--- src/rtl/cr_kme_drng_key_assembler.sv ---
`default_nettype none
// ============================================================================
// Module   : cr_kme_drng_key_assembler
// Brief    : Pops two 128-bit DRNG words and presents them as one 256-bit key
//            (first word in [255:128], second in [127:0]). A seed expiry in
//            mid-assembly drops the half-built key. An optional repetition
//            health test rejects a word equal to the previous accepted word;
//            it is compiled in by defining CR_KME_DRNG_HEALTH_CHECK_EN.
// Revision : 1.0 - initial release
// ============================================================================
module cr_kme_drng_key_assembler #(
    parameter int FAIL_CNT_W = 8
) (
    input  logic                  clk,
    input  logic                  rst_n,
    input  logic                  drng_valid,
    input  logic [127:0]          drng_256_out,
    input  logic                  seed_expired,
    output logic                  drng_ack,
    input  logic                  flush,
    output logic                  key_valid,
    output logic [255:0]          key_out,
    input  logic                  key_ack,
    output logic                  health_fail,
    output logic [FAIL_CNT_W-1:0] fail_cnt
);

    typedef enum logic [1:0] {
        FILL_HI = 2'd0,
        FILL_LO = 2'd1,
        KEY_RDY = 2'd2
    } state_t;

    state_t         r_state;
    logic           r_key_valid;
    logic [255:0]   r_key_out;
    logic [127:0]   r_prev_word;
    logic           r_prev_vld;

    logic           w_ack;
    logic           w_reject;
    logic           w_take;

    // Pop the FIFO head whenever a word can be used; held off during reset,
    // while a key is pending, on flush and on a mid-assembly seed expiry.
    assign w_ack = rst_n & drng_valid & (r_state != KEY_RDY) & ~flush
                 & ~((r_state == FILL_LO) & seed_expired);

    // An accepted word goes into the key unless the health test rejects it.
    assign w_take = w_ack & ~w_reject;

    // Key assembly state machine with registered key outputs.
    always_ff @(posedge clk or negedge rst_n) begin
        if (!rst_n) begin
            r_state     <= FILL_HI;
            r_key_valid <= 1'b0;
            r_key_out   <= '0;
        end else if (flush) begin
            // key_out is intentionally left as-is; only the handshake drops.
            r_state     <= FILL_HI;
            r_key_valid <= 1'b0;
        end else begin
            case (r_state)
                FILL_HI: begin
                    if (w_take) begin
                        r_key_out[255:128] <= drng_256_out;
                        r_state            <= FILL_LO;
                    end
                end
                FILL_LO: begin
                    if (seed_expired) begin
                        // A key must never straddle a reseed.
                        r_state <= FILL_HI;
                    end else if (w_take) begin
                        r_key_out[127:0] <= drng_256_out;
                        r_state          <= KEY_RDY;
                        r_key_valid      <= 1'b1;
                    end
                end
                KEY_RDY: begin
                    if (key_ack) begin
                        r_state     <= FILL_HI;
                        r_key_valid <= 1'b0;
                    end
                end
                default: begin
                    r_state     <= FILL_HI;
                    r_key_valid <= 1'b0;
                end
            endcase
        end
    end

    // Previous-word history: every popped word is recorded; history is
    // invalidated by flush or by a seed-expiry discard.
    always_ff @(posedge clk or negedge rst_n) begin
        if (!rst_n) begin
            r_prev_word <= '0;
            r_prev_vld  <= 1'b0;
        end else if (flush) begin
            r_prev_vld  <= 1'b0;
        end else if ((r_state == FILL_LO) && seed_expired) begin
            r_prev_vld  <= 1'b0;
        end else if (w_ack) begin
            r_prev_word <= drng_256_out;
            r_prev_vld  <= 1'b1;
        end
    end

`ifdef CR_KME_DRNG_HEALTH_CHECK_EN
    logic                  r_health_fail;
    logic [FAIL_CNT_W-1:0] r_fail_cnt;

    // Repetition test: a word identical to the last popped word is rejected.
    assign w_reject = r_prev_vld & (drng_256_out == r_prev_word);

    // Sticky failure flag and saturating rejected-word counter.
    always_ff @(posedge clk or negedge rst_n) begin
        if (!rst_n) begin
            r_health_fail <= 1'b0;
            r_fail_cnt    <= '0;
        end else if (flush) begin
            r_health_fail <= 1'b0;
            r_fail_cnt    <= '0;
        end else if (w_ack && w_reject) begin
            r_health_fail <= 1'b1;
            if (r_fail_cnt != {FAIL_CNT_W{1'b1}}) begin
                r_fail_cnt <= r_fail_cnt + {{(FAIL_CNT_W-1){1'b0}}, 1'b1};
            end
        end
    end

    assign health_fail = r_health_fail;
    assign fail_cnt    = r_fail_cnt;
`else
    logic w_unused_prev;

    assign w_reject    = 1'b0;
    assign health_fail = 1'b0;
    assign fail_cnt    = '0;
    // History is kept but has no consumer when the health test is absent.
    assign w_unused_prev = ^{r_prev_word, r_prev_vld};
`endif

    assign drng_ack  = w_ack;
    assign key_valid = r_key_valid;
    assign key_out   = r_key_out;

endmodule
`default_nettype wire

--- config.mk ---
export PLATFORM = sky130hd
export DESIGN_NAME = cr_kme_drng_key_assembler
export DESIGN_NICKNAME = d
export VERILOG_FILES = /design/src/rtl/cr_kme_drng_key_assembler.sv
export SDC_FILE = /design/constraint.sdc
export NUM_CORES = 1
export LEC_CHECK = 0
export ABC_AREA = 1
export ABC_CLOCK_PERIOD_IN_PS = 3300
export BUFFER_PORTS_ARGS = -buffer_cell sky130_fd_sc_hd__buf_2
export CORE_AREA = 2 2 155 157
export CTS_CLUSTER_DIAMETER = 150
export CTS_CLUSTER_SIZE = 28
export DETAILED_ROUTE_END_ITERATION = 7
export DIE_AREA = 0 0 157 159
export MAX_ROUTING_LAYER = met4
export PLACE_DENSITY = 0.82
export SLEW_MARGIN = 20
export SYNTH_ARGS = -nofsm -noshare
export SYNTH_HDL_FRONTEND = slang
export SYNTH_SLANG_ARGS = --single-unit
--- constraint.sdc ---
create_clock -name clk -period 3.3 [get_ports clk]
set_input_delay 0.165 -clock clk [delete_from_list [all_inputs] [get_ports clk]]
set_output_delay 0.165 -clock clk [all_outputs]
set_load 0.005 [all_outputs]
==> metrics.md, run 1 <==
| Metric | Value |
|---|---|
| Cells on worst reg2reg path | `4` |
| CP Data Arrival Time | `2.57 ns` |
| Power per cell area | `539 nW/µm²` |
| Hold Path Class | `primary input to flop` |
| Startpoint Class | `flop` |
| Seq/Total Area, Yosys | `0.624` |
| Crit path time final | `about 2.2 ns` |
| Pre-antenna DRT Iters | `6` |
| Synth top area cells | `dfrtp_1 62%, nand2_1 9.5%, o21ai_2 8.4%, o21ai_0 6.9%, buf_6 5.4%` |
| Status | `finished clean` |
| CTS max path bufs | `3` |
| Initial Utilization | `0.448` |
| Final Skew | `0.0165 ns` |
| Fin Setup TNS | `0 ns` |
| Pin count of the biggest net entering global routing | `between 100 and 150` |
| CTS buffer count | `13` |
| Peak VDD IR | `about 0.63 mV` |
| Lkg Pwr | `7.75 nW` |
| GRT Residual Overflow | `0` |
| Starting DRT DRC Count | `between 500 and 600` |
| DRC Markers | `0` |
| Antenna diodes | `0` |
| Port bufs | `391` |
| Fmax | `between 400 and 500 MHz` |
| CTS tree | `yes` |
| DP Wirelength | `roughly 17,000 µm` |
| Slew @ Worst Pin | `0.953 ns` |
| Count of state elements after synthesis | `~260` |
| Cells after Synth | `990` |
| Routability congestion estimate | `0.833` |
| CP required | `~3.7 ns` |
| Pins over their slew limit | `0` |
| Synth top area share | `0.624` |
| Net Sw Frac | `0.292` |
| Final Hold Viols | `0` |
| Mapped Area | `between 10,000 and 15,000 µm²` |
| CTS root buf | `clkbuf_16` |
| Avg Inst Size Synth | `between 10 and 15 µm²` |
| Io pins | `401` |
| Part of the power in registers | `0.544` |
| Rows | `56` |
| Die Wd | `around 160 µm` |
| Crit-path max FO | `55` |
| First-pass GRT wire length | `approximately 44,000 µm` |
| Worst R2R End | `key_out[105]$_DFFE_PN0P_` |
| Vias post-DR | `roughly 8,600` |
| Cell taking the most area after synthesis | `dfrtp_1` |
| Pre-CTS WS | `around 1.1 ns` |
| Worst r2r src | `r_state[1]$_DFFE_PN0P_` |
| Wirelength, routed | `roughly 28,000 µm` |
| Placeable Area | `23,200 µm²` |
| Synth warn | `0` |
| P_sw | `around 2.2 mW` |
| Clock latency on the worst-skew pair | `0.48 ns` |
| WS Path Type | `flop to flop` |
| Initial antenna violation count | `0` |
| Postcts setup bufs | `0` |
| Max Cap Violations | `0` |
| Routed Antenna Nets | `0` |
| Die footprint | `about 25,000 µm²` |
| Fraction of layout cells with a size suffix above 1 | `0.353` |
| Post-layout nets | `between 1,500 and 2,000` |
| Commonest non-fill, non-tap cells in the layout | `390 x buf_2, 264 x nand2_1, 259 x dfrtp_1` |
| Area grow syn2layout | `33.9%` |
| RSZ-0062 raised after global routing | `false` |
| Total power | `7.50 mW` |
| Final setup viols | `0` |
| Slew HR | `0.365` |
| Sink Count | `~260` |
| Worst-path clk slew | `~0.10 ns` |
| Die height | `roughly 160 µm` |
| Final worst setup slack | `between 1 and 1.5 ns` |
| H-tree depth | `1` |
| Final period utilization | `0.669` |
| Vias in the first global route | `a little under 9,000` |
| Hold wc startpoint | `drng_256_out[16]` |
| P_int | `5.31 mW` |
| Vias/cell | `about 4.8` |
| Comb pwr share | `0.230` |
| Clock Power Share | `0.227` |
| Total GRT Usage | `0.224` |
| Slack of the worst reg-to-reg path | `between 1 and 1.5 ns` |
| Hold Path Sink | `key_out[16]$_DFFE_PN0P_` |
| Synth unique cells | `20` |
| Commonest non-fill, non-tap cell in the layout | `buf_2` |
| Crit end category | `flop` |
| WL/cell | `~16 µm` |
| Hold Crit Depth | `3` |
[logic make-up after synthesis]
group | Yosys count | share of synthesized area
AOI/OAI and AO/OA | 257 | 0.161
other | 1 | 0.000361
buffers and inverters | 200 | 0.112
and+or+nand+nor | 273 | 0.103
DFF | 259 | 0.624
[what timing repair did]
item / in CTS / in global routing
hold buffers: 130 / 0
endpoints found under the setup margin: 0 / 0
endpoints found under the hold margin: 362 / 0
resized for setup: 0 / 0
[Yosys cell counts]
cell type and n:
buf_6 50, nand3_4 1, inv_1 134, nand2_1 264, buf_4 10, clkbuf_1 5
o21ai_0 144, nor3_2 1, nor3_4 1, nor2_1 1, nand3_1 2, a21oi_4 1
nand2_2 1, inv_2 1, o21ai_1 12, o21ai_2 100, dfrtp_1 259, nor3_1 1
conb_1 1, nand4_1 1
[per-stage QoR]
| step | instances | util | area, µm² | hold slack (ns) |
|---|---|---|---|---|
| after floorplan | 998 | - | 10400 | -0.131 |
| after global placement | 1653 | 0.528 | 12300 | 0.331 |
| after detailed placement | 1653 | 0.528 | 12300 | 0.346 |
| after CTS | 1797 | 0.600 | 13900 | 0.0161 |
| after global routing | 1797 | 0.600 | 13900 | 0.00588 |
| final | 1797 | 0.600 | 13900 | 0.0262 |
[area by class of cell]
cell class	count	area (µm²)
Clock buffer	13	325
Clock inverter	1	30.0
Fill cell	1791	9280
Tap cell	319	399
Sequential cell	259	6480
Timing Repair Buffer	531	3380
Inverter	135	507
Multi-Input combinational cell	539	2790
[worst max path at each step]
stage | startpoint | to | slack (ns) | cells past startpoint
after floorplan | r_state[1]$_DFFE_PN0P_ | key_out[108]$_DFFE_PN0P_ | 1.95 | 6
after global placement | r_state[1]$_DFFE_PN0P_ | key_out[188]$_DFFE_PN0P_ | 1.20 | 5
after detailed placement | r_state[1]$_DFFE_PN0P_ | key_out[97]$_DFFE_PN0P_ | 1.15 | 5
after CTS | r_state[1]$_DFFE_PN0P_ | key_out[97]$_DFFE_PN0P_ | 1.13 | 5
after global routing | r_state[1]$_DFFE_PN0P_ | key_out[132]$_DFFE_PN0P_ | 0.93 | 5
final | r_state[1]$_DFFE_PN0P_ | key_out[105]$_DFFE_PN0P_ | 1.09 | 4
[sequential cells by signal, summed over array words and instances, names as in the netlist]
name       cells
key_out      256
r_state        2
key_valid      1
[routing by layer]
| layer | global-route usage | wire length (µm) |
|---|---|---|
| met1 | 0.266 | 10900 |
| met4 | 0.0884 | 1160 |
| met2 | 0.377 | 13900 |
| met5 | - | 0 |
| met3 | 0.0425 | 2020 |
[power groups by stage]
stage          Sequential, mW  Combinational [mW]  Clock, mW
2_1_floorplan            4.15               0.634          0
3_3_place_gp             4.09                1.51          0
3_5_place_dp             4.11                1.58          0
4_1_cts                  4.06                1.70       1.77
5_1_grt                  4.14                1.92       1.87
6_report                 4.08                1.72       1.70
[critical path, cell delays in order, from the launching register on]
cell and delay (ns):
dfrtp_1 0.49, a21oi_4 0.29, nand3_4 0.57, buf_4 0.48, o21ai_0 0.26
Power figures use the tool's default switching activity.
==> run 2, diff against run 1 <==
--- a/config.mk
+++ b/config.mk
@@ -6,15 +6,14 @@
 export NUM_CORES = 1
 export LEC_CHECK = 0
 export ABC_AREA = 1
-export ABC_CLOCK_PERIOD_IN_PS = 3300
+export ABC_CLOCK_PERIOD_IN_PS = 1900
 export BUFFER_PORTS_ARGS = -buffer_cell sky130_fd_sc_hd__buf_2
-export CORE_AREA = 2 2 155 157
+export CORE_UTILIZATION = 44
 export CTS_CLUSTER_DIAMETER = 150
 export CTS_CLUSTER_SIZE = 28
 export DETAILED_ROUTE_END_ITERATION = 7
-export DIE_AREA = 0 0 157 159
 export MAX_ROUTING_LAYER = met4
-export PLACE_DENSITY = 0.82
+export PLACE_DENSITY = 0.84
 export SLEW_MARGIN = 20
 export SYNTH_ARGS = -nofsm -noshare
 export SYNTH_HDL_FRONTEND = slang
==> constraint.sdc (replaced) <==
create_clock -name clk -period 1.9 [get_ports clk]
set_input_delay 0.095 -clock clk [delete_from_list [all_inputs] [get_ports clk]]
set_output_delay 0.095 -clock clk [all_outputs]
set_load 0.005 [all_outputs]
==> run 2 against run 1 <==
Against the previous run: register-to-register slack got worse by 1.1 ns; sequential share of layout area fell by 0.60 points; combinational power grew 77%; flip-flop and latch count is the same; critical path depth is the same; first-iteration DRC count is 6.5% higher; utilization increased by 1.5 points; clock power rose by 75%; routed wire length rose by 0.89%; sequential power up 73%; cell area rose by 1.3%; non-clock buffer count up 12; critical endpoint is now key_out[255]$_DFFE_PN0P_; largest power group unchanged.
==> metrics.md, run 2 (synthesis results as in run 1) <==
| Metric | Value |
|---|---|
| Fmax | `537 MHz (+18%)` |
| Worst-path clk slew | `0.11 ns (about the same)` |
| Post-layout nets | `1,625 (+0.74%)` |
| WS Path Type | `flop to flop` |
| DP Wirelength | `17,300 µm (-1.2%)` |
| CTS buffer count | `13 (unchanged)` |
| Area grow syn2layout | `35.6%` |
| H-tree depth | `1 (unchanged)` |
| GRT Residual Overflow | `0 (unchanged)` |
| Status | `finished clean` |
| First-pass GRT wire length | `44,500 µm (+0.96%)` |
| Commonest non-fill, non-tap cells in the layout | `390 x buf_2, 264 x nand2_1, 259 x dfrtp_1` |
| Initial antenna violation count | `1 (+1)` |
| Commonest non-fill, non-tap cell in the layout | `buf_2` |
| DP Cell Count | `1,656 (+0.18%)` |
| Crit end category | `flop` |
| Final period utilization | `0.981 (+0.312)` |
| Power per cell area | `929 nW/µm² (+72%)` |
| Initial Utilization | `0.453 (+0.00540)` |
| Die footprint | `24,200 µm² (-2.9%)` |
| Routed Antenna Nets | `0 (unchanged)` |
| Die Wd | `156 µm (-0.86%)` |
| Vias in the first global route | `8,902 (+1.4%)` |
| Placeable Area | `22,900 µm² (-1.2%)` |
| Starting DRT DRC Count | `610 (+6.5%)` |
| Max Cap Violations | `0 (unchanged)` |
| CP Data Arrival Time | `2.21 ns (-0.36 ns)` |
| Rows | `55 (-1.8%)` |
| CP required | `2.25 ns (-1.41 ns)` |
| CTS root buf | `clkbuf_16` |
| Pre-antenna DRT Iters | `5 (-1)` |
| Vias/cell | `4.86 (+1.7%)` |
| RSZ-0062 raised after global routing | `false` |
| Lkg Pwr | `7.84 nW (+1.2%)` |
| Startpoint Class | `flop` |
| Final Hold Viols | `0 (unchanged)` |
| Pins over their slew limit | `0 (unchanged)` |
| Slew HR | `0.522 (+0.157)` |
| Clock latency on the worst-skew pair | `0.47 ns (about the same)` |
| Slew @ Worst Pin | `0.717 ns (-0.235 ns)` |
| CTS max path bufs | `3 (unchanged)` |
| Final Skew | `0.0182 ns (+0.00177 ns)` |
| CTS tree | `yes` |
| Hold Path Class | `primary input to flop` |
| Io pins | `401 (unchanged)` |
| Pin count of the biggest net entering global routing | `131 (-2.2%)` |
| Crit-path max FO | `50 (-9.1%)` |
| DRC Markers | `0 (unchanged)` |
| Peak VDD IR | `0.695 mV (+9.5%)` |
| Total power | `13.1 mW (+74%)` |
| Max reg flops | `256 (unchanged)` |
| WL/cell | `15.7 µm (+0.49%)` |
| Crit path time final | `1.86 ns (-0.343 ns)` |
| Final setup viols | `0 (unchanged)` |
| Wirelength, routed | `28,200 µm (+0.89%)` |
| Final Non-Filler Cells | `1,804 (+0.39%)` |
| Total GRT Usage | `0.236 (+0.0120)` |
| Fin Setup TNS | `0 ns (unchanged)` |
| Hold WS | `0.134 ns (+0.108 ns)` |
| Port bufs | `391 (unchanged)` |
| Sink Count | `259 (unchanged)` |
| Routability congestion estimate | `0.799 (-4.0%)` |
| Vias post-DR | `8,760 (+2.1%)` |
| Post-CTS Resized | `0 (unchanged)` |
| Fraction of layout cells with a size suffix above 1 | `0.356 (+0.00320)` |
| Die height | `156 µm (-2.1%)` |
[run 2: cell types whose count changed in the layout (fill, tap and decap cells not counted)]
| cell | delta |
|---|---|
| diode_2 | +1 |
| buf_12 | +7 |
| buf_4 | +2 |
| dlygate4sd3_1 | +3 |
[run 2: per-layer routing]
| metal | track usage | up-vias | wire, µm |
|---|---|---|---|
| li1 | - | 4072 | - |
| met1 | 0.266 | 4159 | 10800 |
| met2 | 0.407 | 436 | 14200 |
| met3 | 0.0472 | 93 | 2010 |
| met4 | 0.105 | 0 | 1190 |
| met5 | - | - | 0 |
[run 2: area by class of cell]
class | instances | area (µm²)
well taps | 313 | 392
multi-input cells | 539 | 2790
flip-flops and latches | 259 | 6480
fillers | 1691 | 8830
clock buffers | 13 | 325
repair buffers | 543 | 3570
clock inverters | 1 | 30.0
inverters | 135 | 507
diodes | 1 | 2.50
[run 2: power by group]
part | switching [mW] | internal (mW) | total [mW]
sequential | 0.571 | 6.50 | 7.07
combinational | 1.56 | 1.48 | 3.04
clock | 1.70 | 1.27 | 2.97
[run 2: per-stage QoR]
stage          instance area [µm²]  utilization  setup WS [ns]
6_report                     14100        0.615         0.0362
4_1_cts                      14100        0.615         0.0866
3_5_place_dp                 12400        0.541          0.125
5_1_grt                      14100        0.615        0.00253
2_1_floorplan                10400            -          0.550
3_3_place_gp                 12400        0.541          0.223
[run 2: path summary, 6_finish.rpt]
kind                                         start                       end  slack (ns)  depth (start not counted)
max                         r_state[1]$_DFFE_PN0P_  key_out[255]$_DFFE_PN0P_        0.04                          4
max reg2reg                 r_state[1]$_DFFE_PN0P_  key_out[255]$_DFFE_PN0P_        0.04                          4
min reg2reg                key_out[35]$_DFFE_PN0P_   key_out[35]$_DFFE_PN0P_        0.48                          2
min                                     drng_valid    key_out[6]$_DFFE_PN0P_        0.13                          5
max in group asynchronous                    rst_n   key_out[50]$_DFFE_PN0P_        0.38                          4
min in group asynchronous                    rst_n  key_out[134]$_DFFE_PN0P_        0.29                          3
[run 2: timing repair]
| action | in CTS | in global routing |
|---|---|---|
| hold endpoints to repair | 388 | 0 |
| hold buffers | 133 | 0 |
| buffers inserted | 0 | 0 |
[run 2: critical path: stages, from the launching register on]
cell and delay, ns:
dfrtp_1 0.49, nor3_2 0.40, nand2_8 0.29, buf_4 0.29, o21ai_0 0.26
==> run 3, diff against run 2 <==
--- a/config.mk
+++ b/config.mk
@@ -14,6 +14,7 @@
 export DETAILED_ROUTE_END_ITERATION = 7
 export MAX_ROUTING_LAYER = met4
 export PLACE_DENSITY = 0.84
+export REMOVE_ABC_BUFFERS = 1
 export SLEW_MARGIN = 20
 export SYNTH_ARGS = -nofsm -noshare
 export SYNTH_HDL_FRONTEND = slang
==> run 3 against run 2 <==
Against the previous run: worst hold slack lost 0.043 ns; clock skew grew 0.0098 ns; sequential power is essentially flat; global-route usage grew 0.55 points; flip-flop and latch count is the same; via count grew 0.22%; critical path type unchanged; critical path depth grew 2; critical endpoint is now key_out[21]$_DFFE_PN0P_; combinational power is essentially flat; largest cell class unchanged; utilization shrank 0.16 points.
==> metrics.md, run 3 (synthesis results as in run 1) <==
| Metric | Value |
|---|---|
| DP Wirelength | `17,700 µm (+2.6%)` |
| CP Data Arrival Time | `2.16 ns (-0.05 ns)` |
| Cell mode on critical path | `buf_12` |
| DP Cell Count | `1,652 (-0.24%)` |
| Antenna diodes | `0 (-1)` |
| Area grow syn2layout | `35.3%` |
| Max reg flops | `256 (unchanged)` |
| Wirelength, routed | `28,900 µm (+2.2%)` |
| First-pass GRT wire length | `45,400 µm (+2.0%)` |
| Routed Antenna Nets | `0 (unchanged)` |
| Die height | `156 µm (unchanged)` |
| Vias/cell | `4.88 (+0.44%)` |
| Starting DRT DRC Count | `769 (+26%)` |
| Status | `finished clean` |
| Crit path from | `r_state[1]$_DFFE_PN0P_` |
| CTS root buf | `clkbuf_16` |
| Total GRT Usage | `0.242 (+0.00545)` |
| Vias in the first global route | `9,188 (+3.2%)` |
| Slew HR | `0.494 (-0.0278)` |
| Final Skew | `0.0280 ns (+0.00979 ns)` |
| Lkg Pwr | `7.82 nW (-0.25%)` |
| Worst r2r src | `r_state[1]$_DFFE_PN0P_` |
| Final Non-Filler Cells | `1,800 (-0.22%)` |
| Io pins | `401 (unchanged)` |
| Crit path time final | `1.79 ns (-0.0728 ns)` |
| Port bufs | `391 (unchanged)` |
| CTS buffer count | `13 (unchanged)` |
| Clock latency on the worst-skew pair | `0.49 ns (+0.02 ns)` |
| DRC Markers | `0 (unchanged)` |
| Pins over their slew limit | `0 (unchanged)` |
| Die footprint | `24,200 µm² (unchanged)` |
| Final setup viols | `0 (unchanged)` |
| Critical Path Slowest Stage Cell | `dfrtp_1` |
| Crit end category | `flop` |
| H-tree depth | `1 (unchanged)` |
| GRT Residual Overflow | `0 (unchanged)` |
| Commonest non-fill, non-tap cells in the layout | `390 x buf_2, 264 x nand2_1, 259 x dfrtp_1` |
| Fmax | `558 MHz (+4.1%)` |
| Peak VDD IR | `0.759 mV (+9.2%)` |
| Post-layout nets | `1,621 (-0.25%)` |
| CP required | `2.26 ns (about the same)` |
| Routability congestion estimate | `0.823 (+2.9%)` |
| Pin count of the biggest net entering global routing | `135 (+3.1%)` |
| WS Path Type | `flop to flop` |
| Post-DP Area | `12,400 µm² (-0.34%)` |
| Hold WS | `0.0908 ns (-0.0435 ns)` |
| Sink Count | `259 (unchanged)` |
| Final Hold Viols | `0 (unchanged)` |
| Worst-path clk slew | `0.10 ns (about the same)` |
| Crit-path max FO | `39 (-22%)` |
| Post-Layout Inst Area | `14,100 µm² (-0.26%)` |
| RSZ-0062 raised after global routing | `false` |
| Max Cap Violations | `0 (unchanged)` |
| CP bufs+invs | `2 (+1)` |
| Commonest non-fill, non-tap cell in the layout | `buf_2` |
| Placeable Area | `22,900 µm² (unchanged)` |
| Fillers | `1,741 (+3.0%)` |
| Hold wc startpoint | `drng_valid` |
| Hold Path Class | `primary input to flop` |
| Area of the multi-input gates | `2790 µm² (unchanged)` |
| Post-CTS Resized | `0 (unchanged)` |
| WL/cell | `16.0 µm (+2.4%)` |
| Pre-antenna DRT Iters | `6 (+1)` |
| CTS max path bufs | `3 (unchanged)` |
| Rows | `55 (unchanged)` |
| Crit path cell chain | `a21oi_4 > nand3_4 > buf_12 > buf_12 > nand2_1 > o21ai_2` |
| Slew @ Worst Pin | `0.759 ns (+0.0417 ns)` |
| Die Wd | `156 µm (unchanged)` |
| CTS tree | `yes` |
| Final period utilization | `0.943 (-0.0383)` |
| Final Core Density | `0.613 (-0.00158)` |
| Power per cell area | `935 nW/µm² (+0.68%)` |
| FF+latch area | `6480 µm² (unchanged)` |
| Largest delay share family, worst path | `flip-flops` |
| Startpoint Class | `flop` |
| Initial Utilization | `0.453 (unchanged)` |
| Max incr delay on CP | `0.49 ns (about the same)` |
| Fraction of layout cells with a size suffix above 1 | `0.354 (-0.00130)` |
| Vias post-DR | `8,779 (+0.22%)` |
| Initial antenna violation count | `0 (-1)` |
-- run 3: area by class of cell --
cell class                 count  share of cell area
clock buffer                  13              0.0231
inverter                     135              0.0361
timing repair buffer         539               0.251
clock inverter                 2             0.00276
sequential                   259               0.461
multi-input combinational    539               0.198
tap                          313              0.0279
-- run 3: layer usage --
metal,global-route usage,part of all wire,up-vias
met5,-,0,-
met4,0.115,0.045,0
met3,0.0472,0.069,108
met2,0.422,0.51,458
met1,0.266,0.38,4168
li1,-,-,4045
-- run 3: what timing repair did --
| item | in CTS | in global routing |
|---|---|---|
| setup buffers | 0 | 0 |
| endpoints found under the hold margin | 518 | 0 |
| hold buffers | 133 | 0 |
-- run 3: path summary, 6_finish.rpt --
kind                       depth (start not counted)  slack, ns                        to
setup / recovery                                   6       0.11   key_out[21]$_DFFE_PN0P_
hold / removal                                     5       0.09    r_state[0]$_DFFE_PN0P_
setup reg to reg                                   6       0.11   key_out[21]$_DFFE_PN0P_
hold reg to reg                                    2       0.49   key_out[69]$_DFFE_PN0P_
max in group asynchronous                          3       0.98  key_out[205]$_DFFE_PN0P_
min in group asynchronous                          3       0.29  key_out[171]$_DFFE_PN0P_
-- run 3: metrics by stage --
step	power (mW)	setup TNS [ns]	setup WS, ns
CTS	13.1	0	0.116
global route	13.8	0	0.0128
finish	13.1	0	0.109
global placement	9.73	0	0.252
floorplan	8.25	-299.79	-1.37
detailed placement	9.89	0	0.163
-- run 3: worst register-to-register path, stage by stage, from the launching register on --
cell	delay [ns]
dfrtp_1	0.49
a21oi_4	0.30
nand3_4	0.23
buf_12	0.24
buf_12	0.20
nand2_1	0.14
o21ai_2	0.07
-- run 3: power by group --
group          leakage (nW)  switching (mW)  internal, mW
sequential             3.34           0.570          6.50
clock                 0.176            1.75          1.28
combinational          4.31            1.58          1.47
total                  7.82            3.89          9.25
